[config.mk]
export PLATFORM = sky130hd
export DESIGN_NAME = controller_debounce_bank
export DESIGN_NICKNAME = d
export VERILOG_FILES = /design/src/rtl/controller_pkg.sv /design/src/rtl/debounce_channel.sv /design/src/rtl/controller_debounce_bank.sv
export SDC_FILE = /design/constraint.sdc
export NUM_CORES = 1
export LEC_CHECK = 0
export BUFFER_PORTS_ARGS = -buffer_cell sky130_fd_sc_hd__buf_2
export CAP_MARGIN = 20
export CORE_ASPECT_RATIO = 2
export CORE_MARGIN = 8
export CORE_UTILIZATION = 40
export DETAILED_ROUTE_END_ITERATION = 10
export SYNTH_ARGS = -nofsm -noshare
export SYNTH_HDL_FRONTEND = slang
export SYNTH_SLANG_ARGS = --single-unit
[constraint.sdc]
create_clock -name clk -period 5.17 [get_ports clk]
set_clock_uncertainty 0.05 [all_clocks]
set_input_delay 1.551 -clock clk [delete_from_list [all_inputs] [get_ports clk]]
set_output_delay 1.551 -clock clk [all_outputs]
set_load 0.01 [all_outputs]
[src/rtl/controller_pkg.sv]
// ============================================================================
// controller_pkg : shared FSM encodings, channel indices and sizing helper
// Rev 1.0
// ============================================================================
`default_nettype none

package controller_pkg;

    localparam logic [1:0] IDLE       = 2'd0;
    localparam logic [1:0] PRESS_PEND = 2'd1;
    localparam logic [1:0] HELD       = 2'd2;
    localparam logic [1:0] REL_PEND   = 2'd3;

    localparam int CH_LEFT   = 0;
    localparam int CH_RIGHT  = 1;
    localparam int CH_UP     = 2;
    localparam int CH_DOWN   = 3;
    localparam int CH_ATTACK = 4;
    localparam int CH_PARRY  = 5;

    function automatic int cnt_width(input int a, input int b, input int c);
        int m;
        m = a;
        if (b > m) m = b;
        if (c > m) m = c;
        return $clog2(m + 1);
    endfunction

endpackage

`default_nettype wire

[src/rtl/debounce_channel.sv]
// ============================================================================
// debounce_channel : 2-flop sync, polarity normalise, debounce FSM, pulses
// Optional auto-repeat in HELD under CTRL_AUTO_REPEAT_EN.   Rev 1.0
// ============================================================================
`default_nettype none

module debounce_channel
    import controller_pkg::*;
#(
    parameter int DEBOUNCE_TICKS = 10,
    parameter int ACTIVE_LOW     = 1,
    parameter int REPEAT_DELAY   = 50,
    parameter int REPEAT_RATE    = 10
) (
    input  logic clk,
    input  logic reset,
    input  logic tick_i,
    input  logic raw_i,
    output logic level_o,
    output logic level_d_o,
    output logic press_o,
    output logic release_o
);

    localparam int               CNT_W    = cnt_width(DEBOUNCE_TICKS, REPEAT_DELAY, REPEAT_RATE);
    localparam logic             IDLE_LVL = (ACTIVE_LOW != 0);
    localparam logic [CNT_W-1:0] CNT_LAST = CNT_W'(DEBOUNCE_TICKS - 1);
    localparam logic [CNT_W-1:0] CNT_ONE  = CNT_W'(1);

    logic [1:0]       sync_q;
    logic [1:0]       state_q, state_d;
    logic [CNT_W-1:0] cnt_q, cnt_d;
    logic             press_q, press_d, press_evt;
    logic             release_q, release_d;
    logic             pressed_now;

    assign pressed_now = sync_q[1] ^ IDLE_LVL;

    always_comb begin
        state_d   = state_q;
        cnt_d     = cnt_q;
        press_d   = 1'b0;
        release_d = 1'b0;
        if (tick_i) begin
            case (state_q)
                IDLE: begin
                    if (pressed_now) begin
                        if (DEBOUNCE_TICKS == 1) begin
                            state_d = HELD;
                            press_d = 1'b1;
                        end else begin
                            state_d = PRESS_PEND;
                            cnt_d   = CNT_ONE;
                        end
                    end
                end
                PRESS_PEND: begin
                    if (!pressed_now) begin
                        state_d = IDLE;
                        cnt_d   = '0;
                    end else if (cnt_q == CNT_LAST) begin
                        state_d = HELD;
                        cnt_d   = '0;
                        press_d = 1'b1;
                    end else begin
                        cnt_d = cnt_q + CNT_ONE;
                    end
                end
                HELD: begin
                    if (!pressed_now) begin
                        if (DEBOUNCE_TICKS == 1) begin
                            state_d   = IDLE;
                            release_d = 1'b1;
                        end else begin
                            state_d = REL_PEND;
                            cnt_d   = CNT_ONE;
                        end
                    end
                end
                default: begin
                    if (pressed_now) begin
                        state_d = HELD;
                        cnt_d   = '0;
                    end else if (cnt_q == CNT_LAST) begin
                        state_d   = IDLE;
                        cnt_d     = '0;
                        release_d = 1'b1;
                    end else begin
                        cnt_d = cnt_q + CNT_ONE;
                    end
                end
            endcase
        end
    end

`ifdef CTRL_AUTO_REPEAT_EN
    logic [CNT_W-1:0] rep_q, rep_d;
    logic             rep_first_q, rep_first_d;
    logic             rep_fire;

    // Counts only ticks spent in HELD and staying there; REL_PEND leaves it frozen.
    always_comb begin
        rep_d       = rep_q;
        rep_first_d = rep_first_q;
        rep_fire    = 1'b0;
        if (press_d || state_q == IDLE) begin
            rep_d       = '0;
            rep_first_d = 1'b0;
        end else if (tick_i && state_q == HELD && state_d == HELD) begin
            if (!rep_first_q) begin
                if (rep_q == CNT_W'(REPEAT_DELAY - 1)) begin
                    rep_fire    = 1'b1;
                    rep_d       = '0;
                    rep_first_d = 1'b1;
                end else begin
                    rep_d = rep_q + CNT_ONE;
                end
            end else if (rep_q == CNT_W'(REPEAT_RATE - 1)) begin
                rep_fire = 1'b1;
                rep_d    = '0;
            end else begin
                rep_d = rep_q + CNT_ONE;
            end
        end
    end

    always_ff @(posedge clk or posedge reset) begin
        if (reset) begin
            rep_q       <= '0;
            rep_first_q <= 1'b0;
        end else begin
            rep_q       <= rep_d;
            rep_first_q <= rep_first_d;
        end
    end

    assign press_evt = press_d | rep_fire;
`else
    assign press_evt = press_d;
`endif

    always_ff @(posedge clk or posedge reset) begin
        if (reset) begin
            sync_q    <= {2{IDLE_LVL}};
            state_q   <= IDLE;
            cnt_q     <= '0;
            press_q   <= 1'b0;
            release_q <= 1'b0;
        end else begin
            sync_q    <= {sync_q[0], raw_i};
            state_q   <= state_d;
            cnt_q     <= cnt_d;
            press_q   <= press_evt;
            release_q <= release_d;
        end
    end

    // HELD and REL_PEND both have bit 1 set: the pressed level.
    assign level_o   = state_q[1];
    assign level_d_o = state_d[1];
    assign press_o   = press_q;
    assign release_o = release_q;

endmodule

`default_nettype wire

[src/rtl/controller_debounce_bank.sv]
// ============================================================================
// controller_debounce_bank : shared sample prescaler, NUM_CH debounce channels
// Optional auto-repeat: define CTRL_AUTO_REPEAT_EN.   Rev 1.0
// ============================================================================
`default_nettype none

module controller_debounce_bank
    import controller_pkg::*;
#(
    parameter int NUM_CH         = 6,
    parameter int TICK_DIV       = 50000,
    parameter int DEBOUNCE_TICKS = 10,
    parameter int ACTIVE_LOW     = 1,
    parameter int REPEAT_DELAY   = 50,
    parameter int REPEAT_RATE    = 10
) (
    input  logic              clk,
    input  logic              reset,
    input  logic [NUM_CH-1:0] raw_in,
    output logic [NUM_CH-1:0] level_out,
    output logic [NUM_CH-1:0] press_pulse,
    output logic [NUM_CH-1:0] release_pulse,
    output logic              any_active
);

    localparam int PW = (TICK_DIV > 1) ? $clog2(TICK_DIV) : 1;

    logic [PW-1:0]     presc_q, presc_d;
    logic              tick;
    logic              any_active_q;
    logic [NUM_CH-1:0] level_d;

    assign tick    = (presc_q == PW'(TICK_DIV - 1));
    assign presc_d = tick ? '0 : presc_q + PW'(1);

    // Fed from next-state levels so any_active lines up with level_out.
    always_ff @(posedge clk or posedge reset) begin
        if (reset) begin
            presc_q      <= '0;
            any_active_q <= 1'b0;
        end else begin
            presc_q      <= presc_d;
            any_active_q <= |level_d;
        end
    end

    assign any_active = any_active_q;

    generate
        for (genvar g = 0; g < NUM_CH; g++) begin : g_ch
            debounce_channel #(
                .DEBOUNCE_TICKS (DEBOUNCE_TICKS),
                .ACTIVE_LOW     (ACTIVE_LOW),
                .REPEAT_DELAY   (REPEAT_DELAY),
                .REPEAT_RATE    (REPEAT_RATE)
            ) u_ch (
                .clk       (clk),
                .reset     (reset),
                .tick_i    (tick),
                .raw_i     (raw_in[g]),
                .level_o   (level_out[g]),
                .level_d_o (level_d[g]),
                .press_o   (press_pulse[g]),
                .release_o (release_pulse[g])
            );
        end
    endgenerate

endmodule

`default_nettype wire

* Word-level counts from Yosys, hierarchy flattened
Index checks and enable logic that the tools add are counted.
** Word-level totals
- Register bits after elaboration :: 89
- Logic and storage cells :: 240
** Cells by class
- Add/sub/neg operators :: 7
- Equality and inequality tests :: 43
- Multiplexer cells :: 127
- Reduce and logical (&&, ||, !) cells :: 25
** Operator list (number)
- $mux W6 :: 30
- $pmux W6 S3 :: 6
- $mux W2 :: 42
- $mux W1 :: 42
- $add A6 B1 Y6 const B :: 6
- $eq A6 B4 Y1 const B :: 6
- $pmux W2 S3 :: 6
- $reduce_and A5 Y1 :: 6
- $ne A4 B4 Y1 const B :: 6
- $ne A3 B1 Y1 const B :: 6
- $reduce_and A3 Y1 :: 6
- $reduce_or A3 Y1 :: 6
- $add A16 B1 Y16 const B :: 1
- $eq A16 B16 Y1 const B :: 1
- $mux W16 :: 1
- $eq A2 B1 Y1 const B :: 6
- $eq A2 B2 Y1 const B :: 6
- $logic_not A2 Y1 :: 6
- $ne A2 B1 Y1 const B :: 6
- $ne A2 B2 Y1 const B :: 6
- $reduce_or A6 Y1 :: 1

* Longest topological paths before layout
Gate-level depths: netlist of the first run.
- Depth after elaboration :: 6
- Gate-level depth with buffers :: 9

* Hierarchy
From an unflattened synthesis of the first run, not the netlist that was laid out.
** Second synthesis, totals
- Cell total of the unflattened synthesis :: 520
- Area, all modules :: 5272.6 µm²
** By module, submodules not included
- debounce_channel (g_ch[1].u_ch ...) :: times used 5, cells an instance 75, area an instance 745.7 µm², sequential area each 302.8 µm²
- controller_debounce_bank :: times used 1, cells an instance 72, area an instance 804.5 µm², sequential area each 425.4 µm²
- debounce_channel (g_ch[0].u_ch) :: times used 1, cells an instance 73, area an instance 739.5 µm², sequential area each 302.8 µm²

* Worst setup path before layout of the first run
No wires, ideal clock.
- Path kind :: reg-to-output
- From :: register g_ch[0].u_ch.state_q[1]
- To :: output level_out[0]
- Data arrival time :: 0.569 ns
- Setup slack :: 3.000 ns
- Cell stages (with the launch flop) :: 2
- Buffers on the path :: 1
- Path through :: dfrtp_1 > buf_4
** RTL lines
- start, declared :: RTL line debounce_channel.sv:31 : logic [1:0] state_q, state_d;
- start signal, assigned :: RTL line debounce_channel.sv:151 : state_q <= state_d;
- end, declared :: RTL line controller_debounce_bank.sv:20 : output logic [NUM_CH-1:0] level_out,
No word-level cell between the ends.

* Worst setup path after layout of the first run
- From :: register presc_q[0]
- To :: register any_active_q, in the netlist any_active
** On the way
- Cells in the longest elaborated chain, start to end :: 3
- Elaborated cells on any way between the ends :: 8
- Those cells by class :: 1 x eq/ne; 6 x mux; 1 x reduce/logical
** RTL lines
- start, declared :: RTL line controller_debounce_bank.sv:28 : logic [PW-1:0] presc_q, presc_d;
- start signal, assigned :: RTL line controller_debounce_bank.sv:42 : presc_q <= presc_d;
- $eq A16 B16 Y1 * :: RTL line controller_debounce_bank.sv:33 : assign tick = (presc_q == PW'(TICK_DIV - 1));
- $mux W2 :: RTL line debounce_channel.sv:44 : if (tick_i) begin
- $reduce_or A6 Y1 * :: RTL line controller_debounce_bank.sv:43 : any_active_q <= |level_d;
- end signal, assigned :: RTL line controller_debounce_bank.sv:43
- end, declared :: RTL line controller_debounce_bank.sv:30 : logic any_active_q;
Mark *: on every way between the ends. The rest lies on a longest branch, timed or not.
A chain may end at the register's enable or synchronous reset.

==> results.tsv, run 1 <==
stage	metric	value	unit
clock_network	CTS Hold Bufs	0	
critical_path	Critical Path RT	5.31	ns
yosys	Async SR Flop Fraction	100.0	%
power_and_ir_drop	peak supply drop	0.1480	mV
route	1st-iter DRT viols	227	
timing	RSZ-0062 raised after global routing	no	
yosys	Mapped Area	5239	um^2
clock_network	CTS resizes	0	
critical_path	CP Class	reg2reg	
timing	final period utilization	55.43	%
die	DIE HEIGHT	177.8	um
timing	fin worst setup slack	2.304	ns
final_layout	Final #Nets	596	
global_routing	first-pass GRT wire length	18330	um
timing	Fin Setup TNS	0	ns
clock_network	Clock Sinks	89	
timing	fmax	348.9	MHz
global_routing	GRT overflow	0	
timing	Final Slew Violations	0	
clock_network	CTS clock-pin slew for the worst setup and hold paths	0.07	ns
clock_network	Max Root-Sink Buffers	2	
die	count of standard-cell rows	59	
die	Initial Utilization	40.55	%
timing	final setup vio count	0	
placement	pre-CTS setup slack	2.276	ns
route	WL/cell	14.85	um
yosys	Post-synth EDFFs	0	
clock_network	Setup Buffers After CTS	0	
yosys	Synth Flop Type	dfrtp_1	
die	Die W	96.92	um
clock_network	total CTS buffers	9	
route	Routed WL	10420	um
clock_network	Root Buffer	clkbuf_16	
global_routing	vias in the first global route	4024	
critical_path	Critical Path Source Type	register	
critical_path	Critical Path Sink Type	register	
route	final antenna-violating net count	0	
final_layout	most common cell after layout, fill and taps aside	dfrtp_1	
job	MaxCap Viol Count	0	
clock_network	clock latency on the worst-skew pair	0.34	ns
timing	hold slack	0.2986	ns
final_layout	layout cells sized above 1	14.55	%
global_routing	largest net degree at the start of global routing	52	
critical_path	crit path max-delay cell type	and4b_1	
timing	Slew HR	42.97	%
die	core area	12920	um^2
placement	post-DP HPWL	7740	um
critical_path	critical-path cell list	ha_1 > nand3_1 > and4b_1 > buf_4 > a21oi_1 > a2111oi_0 > nand4bb_1	
final_layout	commonest non-fill, non-tap cells in the layout	dfrtp_1 (77), o21ai_0 (48), ha_1 (43)	
critical_path	arrival time worst endpoint	3.01	ns
timing	Min Clock Period, post-route	2.866	ns
yosys	FF+latch count, synth	89	
route	DRC violations left	0	
die	total I/O pin count	27	
yosys	post-synthesis instance total	535	
final_layout	diodes inserted	0	
yosys	Syn. warnings	0	
run_status	outcome	completed	
die	full die area	17240	um^2
yosys	Cell variety after synth	57	
yosys	syn_nets	586	
route	TritonRoute pass-1 iters	4	
timing	Final Hold Vio Count	0	
global_routing	All-Layer GR Usage	12.57	%
route	via/cell ratio	5.514	
power_and_ir_drop	leak pwr	2.646	nW
hold_path	Hold Crit Class	reg2reg	
clock_network	Clock H-tree levels	3	
critical_path	Largest stage delay, worst path	0.72	ns
final_layout	Layout area overhead	8.526	%
route	via count	3871	
global_routing	initial antenna violation count	0	
timing	Slew @ Worst Pin	0.8555	ns
placement	I/O Buffers	26	
critical_path	worst-path maximum fanout	22	
yosys	post-synthesis sequential area ratio	42.80	%
yosys	Avg Cell Area, Syn	9.792	um^2
power_and_ir_drop	PD cells	246.4	nW/um^2
clock_network	CTS tree	done	
placement	GPL Wtd Cong	0.8309	
kinds of logic after synthesis:
kind of cell | count (synthesis) | synth area share (%)
adders and majority gates | 43 | 10.27
buffers and inverters | 56 | 5.613
muxes | 8 | 1.600
AOI/OAI and AO/OA | 124 | 15.21
xor gates and xnor gates | 14 | 2.341
and+or+nand+nor | 201 | 22.16
DFF | 89 | 42.80
through the flow:
stage	area (um^2)	total power, mW	instances	utilization, %
detailed placement	5383	0.7554	686	41.67
finish	5685	1.401	702	44.01
global route	5685	1.449	702	44.01
floorplan	5239	0.7445	535	-
CTS	5685	1.423	702	44.01
global placement	5383	0.7543	686	41.67
final timing paths:
| path | to | slack, ns | cells past startpoint | start |
|---|---|---|---|---|
| worst max register to register | any_active$_DFF_PP0_ | 2.30 | 7 | presc_q[0]$_DFF_PP0_ |
| max in group asynchronous | g_ch[3].u_ch.sync_q[1]$_DFF_PP1_ | 2.75 | 3 | reset |
| min in group asynchronous | g_ch[4].u_ch.press_o$_DFF_PP0_ | 1.30 | 2 | reset |
| worst min register to register | g_ch[5].u_ch.sync_q[1]$_DFF_PP1_ | 0.30 | 0 | g_ch[5].u_ch.sync_q[0]$_DFF_PP1_ |
| worst min-delay path | g_ch[5].u_ch.sync_q[1]$_DFF_PP1_ | 0.30 | 0 | g_ch[5].u_ch.sync_q[0]$_DFF_PP1_ |
| worst max-delay path | any_active$_DFF_PP0_ | 2.30 | 7 | presc_q[0]$_DFF_PP0_ |
registers in the layout, indices dropped and copies added, names as in the netlist:
| register | count |
|---|---|
| g_ch.u_ch.state_q | 12 |
| any_active | 1 |
| g_ch.u_ch.cnt_q | 36 |
| g_ch.u_ch.sync_q | 12 |
| g_ch.u_ch.press_o | 6 |
| presc_q | 16 |
| g_ch.u_ch.release_o | 6 |
synthesized netlist by cell type, types with 4 or more instances:
master / count / share of area (%)
buf_2: 4 / 0.38
nor3_1: 5 / 0.48
dfstp_2: 12 / 6.0
buf_4: 19 / 2.7
o22ai_1: 7 / 0.84
mux2i_1: 5 / 0.96
ha_1: 43 / 10
nor2_1: 41 / 2.9
nor3b_1: 5 / 0.72
nand4bb_1: 6 / 1.3
dfrtp_1: 77 / 37
nor2b_1: 18 / 2.1
and3_1: 13 / 1.6
and2_1: 10 / 1.2
nand2b_1: 16 / 1.9
a21oi_1: 17 / 1.6
xor2_1: 6 / 1.0
clkbuf_1: 5 / 0.36
or2_1: 5 / 0.60
o31ai_1: 19 / 2.7
and4_1: 8 / 1.3
nand3_1: 19 / 1.8
inv_1: 27 / 1.9
nand2_1: 28 / 2.0
xnor2_1: 8 / 1.3
o21ai_0: 48 / 4.6
a211oi_1: 4 / 0.57
or2_2: 9 / 1.1
report_power, final:
part	switching, mW	internal [mW]
clock network	0.281	0.379
logic	0.0202	0.00921
registers	0.00659	0.705
total	0.308	1.09
per-layer routing:
layer / track usage (%) / vias up / wire length [um]
met5: 0 / - / 0
met2: 22.72 / 61 / 5349
met3: 2.612 / 15 / 358
li1: - / 1906 / -
met4: 5.746 / 0 / 220
met1: 13.67 / 1889 / 4495
critical path, delay by kind of cell (launching register included):
family	cells	cell delay (ns)
AOI/OAI and AO/OA	2	0.62
adders and majority gates	1	0.27
buffers and inverters	1	0.39
DFF	1	0.36
and+or+nand+nor	3	1.02
layout make-up:
class,instances,area (um^2)
Clock buffer,9,225.2
Clock inverter,7,77.57
Fill cell,1206,7233
Inverter,27,102.6
Multi-Input combinational cell,390,2703
Sequential cell,89,2242
Tap cell,152,190.2
Timing Repair Buffer,28,145.1
Power figures use the tool's default switching activity.
==> run 2, diff against run 1 <==
Clock period 5.17 ns to 2.4 ns, I/O delays scaled along.
==> run 2 against run 1 <==
Effect of this change:
- cell area grew 1.8%
- utilization grew 0.81 points
- flip-flop and latch count is the same
- largest power group is now the clock network
- critical path type unchanged
- fmax grew 33%
- critical endpoint is now g_ch[4].u_ch.cnt_q[5]$_DFFE_PP0P_
- sequential power grew 110%
- critical path depth shrank 1
- via count grew 2.5%
- highest routed layer unchanged
- wire length grew 4.8%
- clock power grew 130%
- final cell count grew 1.1%
- largest cell class unchanged
- register-to-register slack lost 2.1 ns
- sequential share of layout area shrank 0.72 points
==> results.tsv, run 2 (same netlist as run 1, synthesis figures left out) <==
stage	metric	value	unit	change
power_and_ir_drop	peak supply drop	0.3693	mV	+150%
timing	RSZ-0062 raised after global routing	no		
die	core area	12920	um^2	unchanged
power_and_ir_drop	leak pwr	2.699	nW	+2.0%
die	Die W	96.92	um	unchanged
timing	Final Hold Vio Count	0		unchanged
hold_path	Hold Crit Class	reg2reg		
clock_network	CTS resizes	0		unchanged
critical_path	Top Family by Delay on Critical Path	simple AND/OR/NAND/NOR gates		
power_and_ir_drop	PD cells	544.0	nW/um^2	+120%
final_layout	commonest non-fill, non-tap cells in the layout	dfrtp_1 (77), o21ai_0 (48), ha_1 (43)		
final_layout	max reg flops	36		unchanged
clock_network	CTS tree	done		
critical_path	Critical Path RT	2.60	ns	-2.71 ns
final_layout	layout cells sized above 1	15.59	%	+1.0 points
critical_path	Critical Path Source Type	register		
die	DIE HEIGHT	177.8	um	unchanged
timing	Slew @ Worst Pin	0.5522	ns	-0.3033 ns
placement	post-DP HPWL	8032	um	+3.8%
timing	Slew HR	63.19	%	+20 points
critical_path	crit path max-delay cell type	dfrtp_1		
critical_path	worst-path maximum fanout	7		-68%
clock_network	total CTS buffers	9		unchanged
critical_path	critical-path cell list	inv_1 > ha_1 > or3b_2 > a22o_1 > or2_1 > o31ai_1		
clock_network	Clock Sinks	89		unchanged
critical_path	Worst Path Buf+Inv	1		unchanged
final_layout	Final #Nets	604		+1.3%
timing	hold slack	0.3015	ns	+0.002891 ns
timing	fmax	463.9	MHz	+33%
route	final antenna-violating net count	0		unchanged
timing	Fin Setup TNS	0	ns	unchanged
route	Routed WL	10920	um	+4.8%
run_status	outcome	completed		
clock_network	clock latency on the worst-skew pair	0.34	ns	about the same
global_routing	vias in the first global route	4262		+5.9%
route	via count	3967		+2.5%
final_layout	diodes inserted	0		unchanged
global_routing	GRT overflow	0		unchanged
power_and_ir_drop	sequential share of power	48.7	%	-2.1 points
final_layout	Most flops, register	g_ch.u_ch.cnt_q		
timing	Final Slew Violations	0		unchanged
clock_network	Root Buffer	clkbuf_16		
global_routing	largest net degree at the start of global routing	90		+73%
clock_network	CTS Hold Bufs	0		unchanged
die	Initial Utilization	40.55	%	unchanged
critical_path	CP Class	reg2reg		
critical_path	Largest stage delay, worst path	0.44	ns	-0.28 ns
clock_network	Setup Buffers After CTS	0		unchanged
clock_network	Max Root-Sink Buffers	2		unchanged
global_routing	initial antenna violation count	0		unchanged
die	count of standard-cell rows	59		unchanged
critical_path	Critical Path Sink Type	register		
timing	final period utilization	89.82	%	+34 points
route	via/cell ratio	5.587		+1.3%
die	total I/O pin count	27		unchanged
power_and_ir_drop	cell internal pwr	2.514	mW	+130%
placement	GPL Wtd Cong	0.9011		+8.4%
route	1st-iter DRT viols	111		-51%
power_and_ir_drop	Clk pwr share	49.1	%	+2.0 points
power_and_ir_drop	Sw Pwr	0.6362	mW	+110%
critical_path	arrival time worst endpoint	2.35	ns	-0.66 ns
clock_network	CTS clock-pin slew for the worst setup and hold paths	0.06	ns	about the same
route	TritonRoute pass-1 iters	4		unchanged
job	MaxCap Viol Count	0		unchanged
final_layout	Layout area overhead	10.53	%	
power_and_ir_drop	sw frac	20.20	%	-1.8 points
global_routing	All-Layer GR Usage	13.09	%	+0.51 points
power_and_ir_drop	combinational power share	2.2	%	about the same
clock_network	Clock H-tree levels	3		unchanged
final_layout	top flop regs	g_ch.u_ch.cnt_q: 36 flops, presc_q: 16 flops		
global_routing	first-pass GRT wire length	18880	um	+3.0%
route	DRC violations left	0		unchanged
die	full die area	17240	um^2	unchanged
placement	I/O Buffers	26		unchanged
final_layout	final-layout fill cell count	1209		+0.25%
timing	Min Clock Period, post-route	2.156	ns	-0.7102 ns
final_layout	most common cell after layout, fill and taps aside	dfrtp_1		
timing	final setup vio count	0		unchanged
route	WL/cell	15.38	um	+3.6%
## run 2: changes by cell type in the layout (fill, tap and decap cells not counted), sizes merged
cell      delta
buf          +8
bufinv       +1
clkbuf       +3
clkinv       -3
clkinvlp     +1
inv          -2
## run 2: final timing paths
kind,startpoint,endpoint,slack [ns],cells after the start
max,g_ch[4].u_ch.state_q[1]$_DFF_PP0_,g_ch[4].u_ch.cnt_q[5]$_DFFE_PP0P_,0.24,6
min,g_ch[3].u_ch.sync_q[0]$_DFF_PP1_,g_ch[3].u_ch.sync_q[1]$_DFF_PP1_,0.30,0
max reg2reg,g_ch[4].u_ch.state_q[1]$_DFF_PP0_,g_ch[4].u_ch.cnt_q[5]$_DFFE_PP0P_,0.24,6
min reg2reg,g_ch[3].u_ch.sync_q[0]$_DFF_PP1_,g_ch[3].u_ch.sync_q[1]$_DFF_PP1_,0.30,0
max in group asynchronous,reset,g_ch[3].u_ch.sync_q[0]$_DFF_PP1_,1.42,3
min in group asynchronous,reset,g_ch[4].u_ch.cnt_q[5]$_DFFE_PP0P_,0.42,3
## run 2: power groups by stage
stage               clock, mW  sequential (mW)  combinational [mW]
floorplan                   0             1.55              0.0558
global placement            0             1.56              0.0698
detailed placement          0             1.56              0.0712
CTS                      1.60             1.53              0.0711
global route             1.65             1.53              0.0794
finish                   1.55             1.53              0.0685
## run 2: final cells by class
cell class / count / area [um^2] / share of cell area [%]
multi-input cells: 390 / 2703 / 46.67
flip-flops and latches: 89 / 2242 / 38.72
clock buffers: 12 / 256.5 / 4.430
clock inverters: 4 / 76.32 / 1.318
inverters: 27 / 105.1 / 1.815
well taps: 152 / 190.2 / 3.284
repair buffers: 36 / 217.7 / 3.760
## run 2: per-layer routing
layer	global-route usage [%]	share of wire [%]	vias up
li1	-	-	1921
met1	12.98	40	1957
met2	24.67	54	66
met3	3.236	3.4	23
met4	6.198	2.6	0
met5	0	0	-
## run 2: per-stage QoR
step | cells | power, mW | instance area (um^2) | utilization (%) | worst slack, ns
final | 710 | 3.150 | 5791 | 44.82 | 0.2443
after global routing | 710 | 3.260 | 5791 | 44.82 | 0.09055
after CTS | 710 | 3.202 | 5791 | 44.82 | 0.2323
after detailed placement | 694 | 1.632 | 5458 | 42.25 | 0.2476
after global placement | 694 | 1.630 | 5458 | 42.25 | 0.2853
after floorplan | 535 | 1.604 | 5243 | - | 0.4330
## run 2: worst register-to-register path: stages, from the launching register on
cell and delay, ns:
dfrtp_1 0.44, inv_1 0.14, ha_1 0.19, or3b_2 0.44
a22o_1 0.29, or2_1 0.28, o31ai_1 0.22
